--- config.mk ---
export PLATFORM = sky130hd
export DESIGN_NAME = mem_arbiter
export DESIGN_NICKNAME = d
export VERILOG_FILES = /design/src/rtl/riscv_pkg.sv /design/src/rtl/arb_starve_cnt.sv /design/src/rtl/mem_arbiter.sv
export SDC_FILE = /design/constraint.sdc
export NUM_CORES = 1
export LEC_CHECK = 0
export ABC_CLOCK_PERIOD_IN_PS = 2000
export CORE_ASPECT_RATIO = 2
export CORE_MARGIN = 5
export CORE_UTILIZATION = 47
export DETAILED_ROUTE_END_ITERATION = 8
export DONT_BUFFER_PORTS = 1
export GPL_ROUTABILITY_DRIVEN = 0
export SLEW_MARGIN = 20
export SYNTH_ARGS = -nofsm -noshare
export SYNTH_HDL_FRONTEND = slang
export SYNTH_SLANG_ARGS = --single-unit
--- constraint.sdc ---
create_clock -name sys_clk -period 2 [get_ports sys_clk]
set_input_delay 0.4 -clock sys_clk [delete_from_list [all_inputs] [get_ports sys_clk]]
set_output_delay 0.4 -clock sys_clk [all_outputs]
set_load 0.02 [all_outputs]
--- src/rtl/riscv_pkg.sv ---
// Shared constants and types for the instruction/data memory arbiter.
// Holds the default bus widths and the arbiter state encoding.
package riscv_pkg;

    localparam int ADDR_W_DEF     = 32;
    localparam int DATA_W_DEF     = 32;
    localparam int STARVE_MAX_DEF = 4;

    typedef enum logic [1:0] {
        ARB_IDLE    = 2'd0,
        ARB_BUSY_IF = 2'd1,
        ARB_BUSY_DM = 2'd2
    } arb_state_e;

    function automatic logic arb_is_busy(input arb_state_e st);
        return (st == ARB_BUSY_IF) || (st == ARB_BUSY_DM);
    endfunction

endpackage

--- src/rtl/arb_starve_cnt.sv ---
// Saturating count of data grants issued while a fetch is left waiting.
// Clear takes precedence over increment.
module arb_starve_cnt #(
    parameter int MAX   = 4,
    parameter int CNT_W = $clog2(MAX + 1)
) (
    input  logic clk_i,
    input  logic rst_i,
    input  logic inc_i,
    input  logic clr_i,
    output logic sat_o
);

    localparam logic [CNT_W-1:0] MAX_C = CNT_W'(MAX);

    logic [CNT_W-1:0] cnt_q, cnt_d;

    // next count
    always_comb begin
        cnt_d = cnt_q;
        if (clr_i) begin
            cnt_d = {CNT_W{1'b0}};
        end else if (inc_i && (cnt_q != MAX_C)) begin
            cnt_d = cnt_q + CNT_W'(1);
        end else begin
            cnt_d = cnt_q;
        end
    end

    // count register
    always_ff @(posedge clk_i) begin
        if (rst_i) begin
            cnt_q <= {CNT_W{1'b0}};
        end else begin
            cnt_q <= cnt_d;
        end
    end

    assign sat_o = (cnt_q == MAX_C);

endmodule

--- src/rtl/mem_arbiter.sv ---
// Shares one single-ported memory between the fetch (IF) and data (DM) ports.
// Grants are combinational in IDLE; the winner's payload is latched and replayed on mem_*.
module mem_arbiter
    import riscv_pkg::*;
#(
    parameter int ADDR_W     = ADDR_W_DEF,
    parameter int DATA_W     = DATA_W_DEF,
    parameter int STARVE_MAX = STARVE_MAX_DEF
) (
    input  logic                sys_clk,
    input  logic                sys_rst,
    input  logic                if_req,
    input  logic [ADDR_W-1:0]   if_addr,
    input  logic                if_flush,
    output logic                if_gnt,
    output logic                if_rvalid,
    output logic [DATA_W-1:0]   if_rdata,
    input  logic                dm_req,
    input  logic                dm_we,
    input  logic [DATA_W/8-1:0] dm_be,
    input  logic [ADDR_W-1:0]   dm_addr,
    input  logic [DATA_W-1:0]   dm_wdata,
    output logic                dm_gnt,
    output logic                dm_rvalid,
    output logic [DATA_W-1:0]   dm_rdata,
    output logic                mem_req,
    output logic                mem_we,
    output logic [DATA_W/8-1:0] mem_be,
    output logic [ADDR_W-1:0]   mem_addr,
    output logic [DATA_W-1:0]   mem_wdata,
    input  logic                mem_ack,
    input  logic [DATA_W-1:0]   mem_rdata
);

    localparam int BE_W = DATA_W / 8;

    arb_state_e        state_q, state_d;
    logic [ADDR_W-1:0] addr_q, addr_d;
    logic              we_q, we_d;
    logic [BE_W-1:0]   be_q, be_d;
    logic [DATA_W-1:0] wdata_q, wdata_d;
    logic [DATA_W-1:0] if_rdata_q, if_rdata_d;
    logic [DATA_W-1:0] dm_rdata_q, dm_rdata_d;
    logic              if_rvalid_q, if_rvalid_d;
    logic              dm_rvalid_q, dm_rvalid_d;
    logic              drop_q, drop_d;
    logic              starve_sat_s;

    arb_starve_cnt #(.MAX(STARVE_MAX)) u_starve (
        .clk_i (sys_clk),
        .rst_i (sys_rst),
        .inc_i (dm_gnt & if_req),
        .clr_i (if_gnt | ~if_req),
        .sat_o (starve_sat_s)
    );

    // state register
    always_ff @(posedge sys_clk) begin
        if (sys_rst) begin
            state_q <= ARB_IDLE;
        end else begin
            state_q <= state_d;
        end
    end

    // next state
    always_comb begin
        state_d = state_q;
        case (state_q)
            ARB_IDLE: begin
                if (if_gnt) begin
                    state_d = ARB_BUSY_IF;
                end else if (dm_gnt) begin
                    state_d = ARB_BUSY_DM;
                end else begin
                    state_d = ARB_IDLE;
                end
            end
            ARB_BUSY_IF, ARB_BUSY_DM: begin
                if (mem_ack) begin
                    state_d = ARB_IDLE;
                end else begin
                    state_d = state_q;
                end
            end
            default: state_d = ARB_IDLE;
        endcase
    end

    // grants and memory request; a starved fetch overrides data priority
    always_comb begin
        if_gnt  = 1'b0;
        dm_gnt  = 1'b0;
        mem_req = arb_is_busy(state_q);
        if ((state_q == ARB_IDLE) && !sys_rst) begin
            if (if_req && (!dm_req || starve_sat_s)) begin
                if_gnt = 1'b1;
            end else if (dm_req) begin
                dm_gnt = 1'b1;
            end else begin
                if_gnt = 1'b0;
                dm_gnt = 1'b0;
            end
        end else begin
            if_gnt = 1'b0;
            dm_gnt = 1'b0;
        end
    end

    // payload latch, read-data capture, completion strobes and flush tracking
    always_comb begin
        addr_d      = addr_q;
        we_d        = we_q;
        be_d        = be_q;
        wdata_d     = wdata_q;
        if_rdata_d  = if_rdata_q;
        dm_rdata_d  = dm_rdata_q;
        if_rvalid_d = 1'b0;
        dm_rvalid_d = 1'b0;
        drop_d      = drop_q;
        case (state_q)
            ARB_IDLE: begin
                drop_d = 1'b0;
                if (if_gnt) begin
                    addr_d  = if_addr;
                    we_d    = 1'b0;
                    be_d    = {BE_W{1'b1}};
                    wdata_d = {DATA_W{1'b0}};
                    drop_d  = if_flush;
                end else if (dm_gnt) begin
                    addr_d  = dm_addr;
                    we_d    = dm_we;
                    be_d    = dm_be;
                    wdata_d = dm_wdata;
                end else begin
                    addr_d  = addr_q;
                end
            end
            ARB_BUSY_IF: begin
                // a flush on the acking cycle still suppresses the response
                if (mem_ack) begin
                    drop_d = 1'b0;
                    if (!(drop_q || if_flush)) begin
                        if_rdata_d  = mem_rdata;
                        if_rvalid_d = 1'b1;
                    end else begin
                        if_rvalid_d = 1'b0;
                    end
                end else begin
                    drop_d = drop_q | if_flush;
                end
            end
            ARB_BUSY_DM: begin
                if (mem_ack) begin
                    dm_rvalid_d = 1'b1;
                    if (!we_q) begin
                        dm_rdata_d = mem_rdata;
                    end else begin
                        dm_rdata_d = dm_rdata_q;
                    end
                end else begin
                    dm_rvalid_d = 1'b0;
                end
            end
            default: drop_d = 1'b0;
        endcase
    end

    // datapath registers
    always_ff @(posedge sys_clk) begin
        if (sys_rst) begin
            addr_q      <= {ADDR_W{1'b0}};
            we_q        <= 1'b0;
            be_q        <= {BE_W{1'b0}};
            wdata_q     <= {DATA_W{1'b0}};
            if_rdata_q  <= {DATA_W{1'b0}};
            dm_rdata_q  <= {DATA_W{1'b0}};
            if_rvalid_q <= 1'b0;
            dm_rvalid_q <= 1'b0;
            drop_q      <= 1'b0;
        end else begin
            addr_q      <= addr_d;
            we_q        <= we_d;
            be_q        <= be_d;
            wdata_q     <= wdata_d;
            if_rdata_q  <= if_rdata_d;
            dm_rdata_q  <= dm_rdata_d;
            if_rvalid_q <= if_rvalid_d;
            dm_rvalid_q <= dm_rvalid_d;
            drop_q      <= drop_d;
        end
    end

    assign mem_we    = we_q;
    assign mem_be    = be_q;
    assign mem_addr  = addr_q;
    assign mem_wdata = wdata_q;
    assign if_rdata  = if_rdata_q;
    assign dm_rdata  = dm_rdata_q;
    assign if_rvalid = if_rvalid_q;
    assign dm_rvalid = dm_rvalid_q;

endmodule

==> impl_metrics.json, run 1 <==
{
  "track_usage_pct": 21.97,
  "grt_use_met1_pct": 23.64,
  "worstPathArrival_ps": 1540,
  "p_comb_share_pct": 5.0,
  "status": "finished clean",
  "place_ws_ps": 266.6,
  "clock_path_buffers": 2,
  "finalPower_mw": 6.789,
  "post-route-util_pct": 52.76,
  "p_leak_nw": 2.074,
  "syn_inst": 685,
  "tightest_slew_ps": 438.8,
  "clock_latency_ps": 420,
  "pwr_density_cell_nw_per_um2": 1106,
  "synthArstFlopShare_pct": 0,
  "finalCritPeriodShare_pct": 96.83,
  "start_util_pct": 47.33,
  "crit_start": "state_q[1]",
  "synth_flop_cell": "dfxtp_1",
  "syn_avg_cell_area_um2": 8.037,
  "route.detailed.wl_per_inst_um": 19.42,
  "grt_pass1_wl_um": 24360,
  "place_hpwl_um": 11010,
  "fin_area_um2": 6137,
  "busiest_layer": "met2",
  "max-vdd-ir-drop_mv": 0.7436,
  "drtPass1Iterations": 4,
  "core-area_um2": 11630,
  "avgViaCountPerCell": 5.799,
  "drive_gt1_share_pct": 8.060,
  "cp.required_ps": 1600,
  "r2r_end": "mem_addr[7]",
  "internal-power_mw": 5.137,
  "grt_max_degree": 127,
  "htree_levels": 4,
  "ant_nets": 0,
  "dp.cells": 785,
  "routed_wl_um": 15830,
  "startpoint_type": "flop",
  "worst_slack_ps": 63.38,
  "antenna_cells": 0,
  "cts_setup_buffers": 0,
  "r2r_start": "state_q[1]",
  "setup_viol": 0,
  "die_w_um": 86.53,
  "ys_ff_latch": 141,
  "cts_buffers": 17,
  "placed_cell_area_um2": 5515,
  "p_switching_mw": 1.652,
  "antenna_found_initial": 0,
  "slew_headroom_pct": 70.75,
  "ff2ff_path_depth": 7,
  "synth_edf_count": 0,
  "clkTransAtPathRegs_ps": 60,
  "grt.met3_usage_pct": 8.228,
  "finish.net_count": 803,
  "clockRootBuffer": "clkbuf_16",
  "finalHoldViolCount": 0,
  "use_met2_pct": 36.37,
  "yosysSeqAreaShare_pct": 51.27,
  "clock-sinks": 141,
  "slew_viol_final": 0,
  "io_buffers": 0,
  "drc_errors": 0,
  "synth_cell_types": 29,
  "p_seq_share_pct": 46.1,
  "cts_tree": "yes",
  "path_class": "flop to primary output",
  "crit_path_end": "dm_gnt",
  "vias": 4726,
  "syn-cell-area_um2": 5505,
  "die_area_um2": 14110,
  "grt_pass1_vias": 4638,
  "fmax_ghz": 0.5164,
  "cp-end-kind": "primary output",
  "synthesis.nets": 829,
  "yosys_warnings": 0,
  "clkPwrFrac_pct": 48.9,
  "die-height_um": 163.1,
  "fin_crit_ps": 1937,
  "row_count": 56,
  "drv_cap": 0,
  "io_pins": 277,
  "globalRouteOverflowTotal": 0,
  "netSwitchingFraction_pct": 24.33,
  "drtIter0Drc": 209,
  "stdcell_count": 815,
  "min_path_type": "primary input to flop",
  "syn_to_final_growth_pct": 11.48,
  "fin_skew_ps": 9.790,
  "path_max_fanout": 5,
  "regToRegSetupSlack_ps": 300
}
==> critical path, cell delays in order, from the launching register on <==
cell and delay, ps:
dfxtp_1 330, inv_1 90, ha_2 220, and3b_2 250
and2_2 240
==> logic make-up (layout without fill, tap and decap cells) <==
| family | after synthesis | after routing | synth area share [%] |
|---|---|---|---|
| compound gates | 154 | 154 | 16.73 |
| fa+ha+maj | 5 | 5 | 1.136 |
| flops | 141 | 141 | 51.27 |
| simple gates | 321 | 321 | 24.64 |
| buf+inv | 64 | 49 | 6.227 |
==> per-stage QoR <==
step                setup TNS (ps)  hold slack [ps]
global placement                 0            452.2
CTS                              0            40.76
global route                -2.052            30.94
floorplan                        0            448.6
finish                           0            53.35
detailed placement               0            461.0
==> what timing repair did <==
item / in CTS / in global routing
resized for setup: 1 / 3
setup endpoints to repair: 1 / 2
hold buffers: 0 / 0
pin swaps: 0 / 0
==> power by group through the flow <==
stage | sequential [mW] | clock, mW | combinational [mW]
3_3_place_gp | 3.20 | 0 | 0.321
5_1_grt | 3.14 | 3.49 | 0.384
4_1_cts | 3.13 | 3.38 | 0.338
3_5_place_dp | 3.19 | 0 | 0.338
2_1_floorplan | 3.16 | 0 | 0.314
6_report | 3.13 | 3.32 | 0.339
==> worst min-delay path by stage <==
stage | startpoint | to | slack (ps) | depth (start not counted)
5_1_grt | sys_rst | mem_addr[3] | 30 | 1
2_1_floorplan | state_q[1] | state_q[1] | 450 | 2
3_5_place_dp | state_q[0] | state_q[0] | 460 | 2
3_3_place_gp | state_q[0] | state_q[0] | 450 | 2
4_1_cts | sys_rst | mem_addr[3] | 40 | 1
6_report | sys_rst | mem_addr[3] | 50 | 1
==> flip-flops by register name (all words and copies together) (netlist names) <==
| name | cells |
|---|---|
| mem_we | 1 |
| state_q | 2 |
| u_starve.cnt_q | 3 |
| mem_be | 4 |
| dm_rdata | 32 |
| if_rvalid | 1 |
| mem_addr | 32 |
| dm_rvalid | 1 |
| mem_wdata | 32 |
| drop_q | 1 |
| if_rdata | 32 |
==> routing by layer <==
| metal | vias up | routed length, um |
|---|---|---|
| met5 | - | 0 |
| met4 | 0 | 624 |
| met3 | 38 | 1577 |
| met2 | 223 | 8178 |
| met1 | 2212 | 5447 |
| li1 | 2253 | - |
==> cell usage in the layout (no fill, tap or decap), types with 2 or more instances in the layout <==
master and n:
nand2_1 242, dfxtp_1 141, a21oi_1 103, nor3_1 32, a311oi_1 31, nand3_1 22
clkbuf_16 17, o21ai_0 15, buf_4 9, nand3b_1 7, inv_1 5, nor2_1 4
bufinv_16 4, inv_6 4, buf_12 4, nand2b_1 3, ha_1 3, and3b_1 2
nor2b_1 2, ha_2 2, clkinv_2 2, clkinv_4 2
==> cell type report <==
type | count | area (um2)
inverter | 6 | 22.52
clock buffer | 17 | 425.4
clock inverter | 13 | 190.2
sequential | 141 | 2823
fill | 1118 | 5494
tap | 145 | 181.4
timing repair buffer | 13 | 147.6
multi-input combinational | 480 | 2347
==> cell usage after synthesis, types with 2 or more instances <==
library cell | n | area (um2)
nand3_1 | 22 | 110.1
buf_6 | 8 | 90.09
nor2b_1 | 2 | 12.51
nand2_1 | 242 | 908.4
nand3b_1 | 7 | 52.55
nor2_1 | 4 | 15.01
buf_4 | 6 | 45.04
a21oi_1 | 103 | 515.5
clkbuf_1 | 28 | 105.1
ha_1 | 5 | 62.56
nand2b_1 | 3 | 18.77
dfxtp_1 | 141 | 2823
buf_2 | 16 | 80.08
and3b_1 | 3 | 26.28
nor3_1 | 32 | 160.2
inv_1 | 6 | 22.52
a311oi_1 | 31 | 271.5
o21ai_0 | 15 | 75.07
Power figures use the tool's default switching activity.
==> inputs of run 2 (changes only) <==
--- a/config.mk
+++ b/config.mk
@@ -12,6 +12,7 @@
 export DETAILED_ROUTE_END_ITERATION = 8
 export DONT_BUFFER_PORTS = 1
 export GPL_ROUTABILITY_DRIVEN = 0
+export RECOVER_POWER = 100
 export SLEW_MARGIN = 20
 export SYNTH_ARGS = -nofsm -noshare
 export SYNTH_HDL_FRONTEND = slang
==> run 2 against run 1 <==
Net effect:
- sequential share of layout area barely moved
- non-clock buffer count did not move
- via count barely moved
- critical endpoint unchanged
- die area did not move
- clock-buffer cell count did not move
- routed wire length barely moved
- sequential power barely moved
- register-to-register slack got worse by 30 ps
- clock skew barely moved
- largest power group unchanged
==> impl_metrics.json, run 2 (synthesis results as in run 1) <==
{
  "status": "finished clean",
  "core-area_um2": 11630,
  "cp-end-kind": "primary output",
  "slew_viol_final": 0,
  "startpoint_type": "flop",
  "die_w_um": 86.53,
  "routed_wl_um": 15830,
  "route.detailed.wl_per_inst_um": 19.43,
  "globalRouteOverflowTotal": 0,
  "grt_pass1_vias": 4638,
  "fin_skew_ps": 9.788,
  "finish.net_count": 803,
  "fin_crit_ps": 1937,
  "path_max_fanout": 5,
  "grt_pass1_wl_um": 24360,
  "ant_nets": 0,
  "cp.required_ps": 1600,
  "drtPass1Iterations": 4,
  "final_common_cell": "nand2_1",
  "min_path_type": "primary input to flop",
  "min_from": "sys_rst",
  "path_class": "flop to primary output",
  "htree_levels": 4,
  "clock_latency_ps": 420,
  "max-vdd-ir-drop_mv": 0.7435,
  "finalHoldViolCount": 0,
  "worstPathArrival_ps": 1540,
  "row_count": 56,
  "critical_path.max_stage_delay_ps": 330,
  "cts_tree": "yes",
  "crit_path_cell_trace": "inv_1 -> ha_2 -> and3b_2 -> and2_2",
  "cts_buffers": 17,
  "syn_to_final_growth_pct": 11.43,
  "cp_num_buf_inv": 1,
  "avgViaCountPerCell": 5.800,
  "vias": 4727,
  "grt_max_degree": 127,
  "cp_slowest_cell": "dfxtp_1",
  "final_cell_mix": "nand2_1 (242), dfxtp_1 (141), a21oi_1 (103)",
  "clkTransAtPathRegs_ps": 60,
  "drive_gt1_share_pct": 8.060,
  "cts_setup_buffers": 0,
  "drtIter0Drc": 203,
  "stdcell_count": 815,
  "p_leak_nw": 2.073,
  "cpLargestDelayFamily": "simple AND/OR/NAND/NOR gates",
  "r2r_start": "state_q[1]",
  "fmax_ghz": 0.5164,
  "clockRootBuffer": "clkbuf_16",
  "die-height_um": 163.1,
  "fin_setup_tns_ps": 0,
  "setup_viol": 0,
  "clock-sinks": 141,
  "slew_headroom_pct": 50.66,
  "start_util_pct": 47.33,
  "clock_path_buffers": 2,
  "track_usage_pct": 21.97,
  "finalCritPeriodShare_pct": 96.83,
  "drc_errors": 0,
  "tightest_slew_ps": 740.1,
  "drv_cap": 0,
  "die_area_um2": 14110,
  "pwr_density_cell_nw_per_um2": 1107,
  "io_buffers": 0,
  "dp.cells": 785,
  "place_hpwl_um": 11010,
  "antenna_found_initial": 0,
  "io_pins": 277,
  "regToRegSetupSlack_ps": 270,
  "antenna_cells": 0,
  "crit_start": "state_q[1]"
}
==> run 2: cell count changes in the layout (fill, tap and decap cells not counted), sizes merged <==
cell,previous run,this run
buf,13,12
clkbuf,17,18
==> run 2: through the flow <==
stage          utilization (%)  hold slack [ps]  instance area (um2)  total power [mW]  worst slack (ps)
6_report                 52.74            53.36                 6135             6.789             63.38
5_1_grt                  52.74            30.94                 6135             7.016            -2.052
4_1_cts                  52.72            40.76                 6132             6.850             2.192
3_5_place_dp             47.42            461.0                 5515             3.533             266.6
3_3_place_gp             47.42            452.2                 5515             3.517             376.9
2_1_floorplan                -            448.6                 5505             3.473             215.4
==> run 2: routing by layer <==
layer,vias to the layer above,share of wire [%],routed length (um),global-route usage (%)
li1,2253,-,-,-
met1,2213,34,5453,23.64
met2,223,52,8175,36.37
met3,38,10,1577,8.228
met4,0,3.9,624,12.41
met5,-,0,0,0
==> run 2: path summary, 6_finish.rpt <==
kind              depth (start not counted)     endpoint
hold reg to reg                           2   state_q[0]
setup / recovery                          4       dm_gnt
hold / removal                            1  mem_addr[3]
setup reg to reg                          6  if_rdata[4]
==> run 2: cell type report <==
cell class | count | area, um2
clock buffer | 17 | 425.4
clock inverter | 13 | 190.2
fill | 1119 | 5497
inverter | 6 | 22.52
multi-input combinational | 480 | 2347
sequential | 141 | 2823
tap | 145 | 181.4
timing repair buffer | 13 | 145.1
==> run 2: power by group <==
part / internal [mW] / total, mW / switching (mW)
clock: 2.09 / 3.32 / 1.23
combinational: 0.131 / 0.338 / 0.207
sequential: 2.92 / 3.13 / 0.214
total: 5.14 / 6.79 / 1.65
==> run 2: repair_timing <==
| action | CTS | global route |
|---|---|---|
| resized for setup | 1 | 3 |
| setup endpoints to repair | 1 | 2 |
| hold buffers | 0 | 0 |
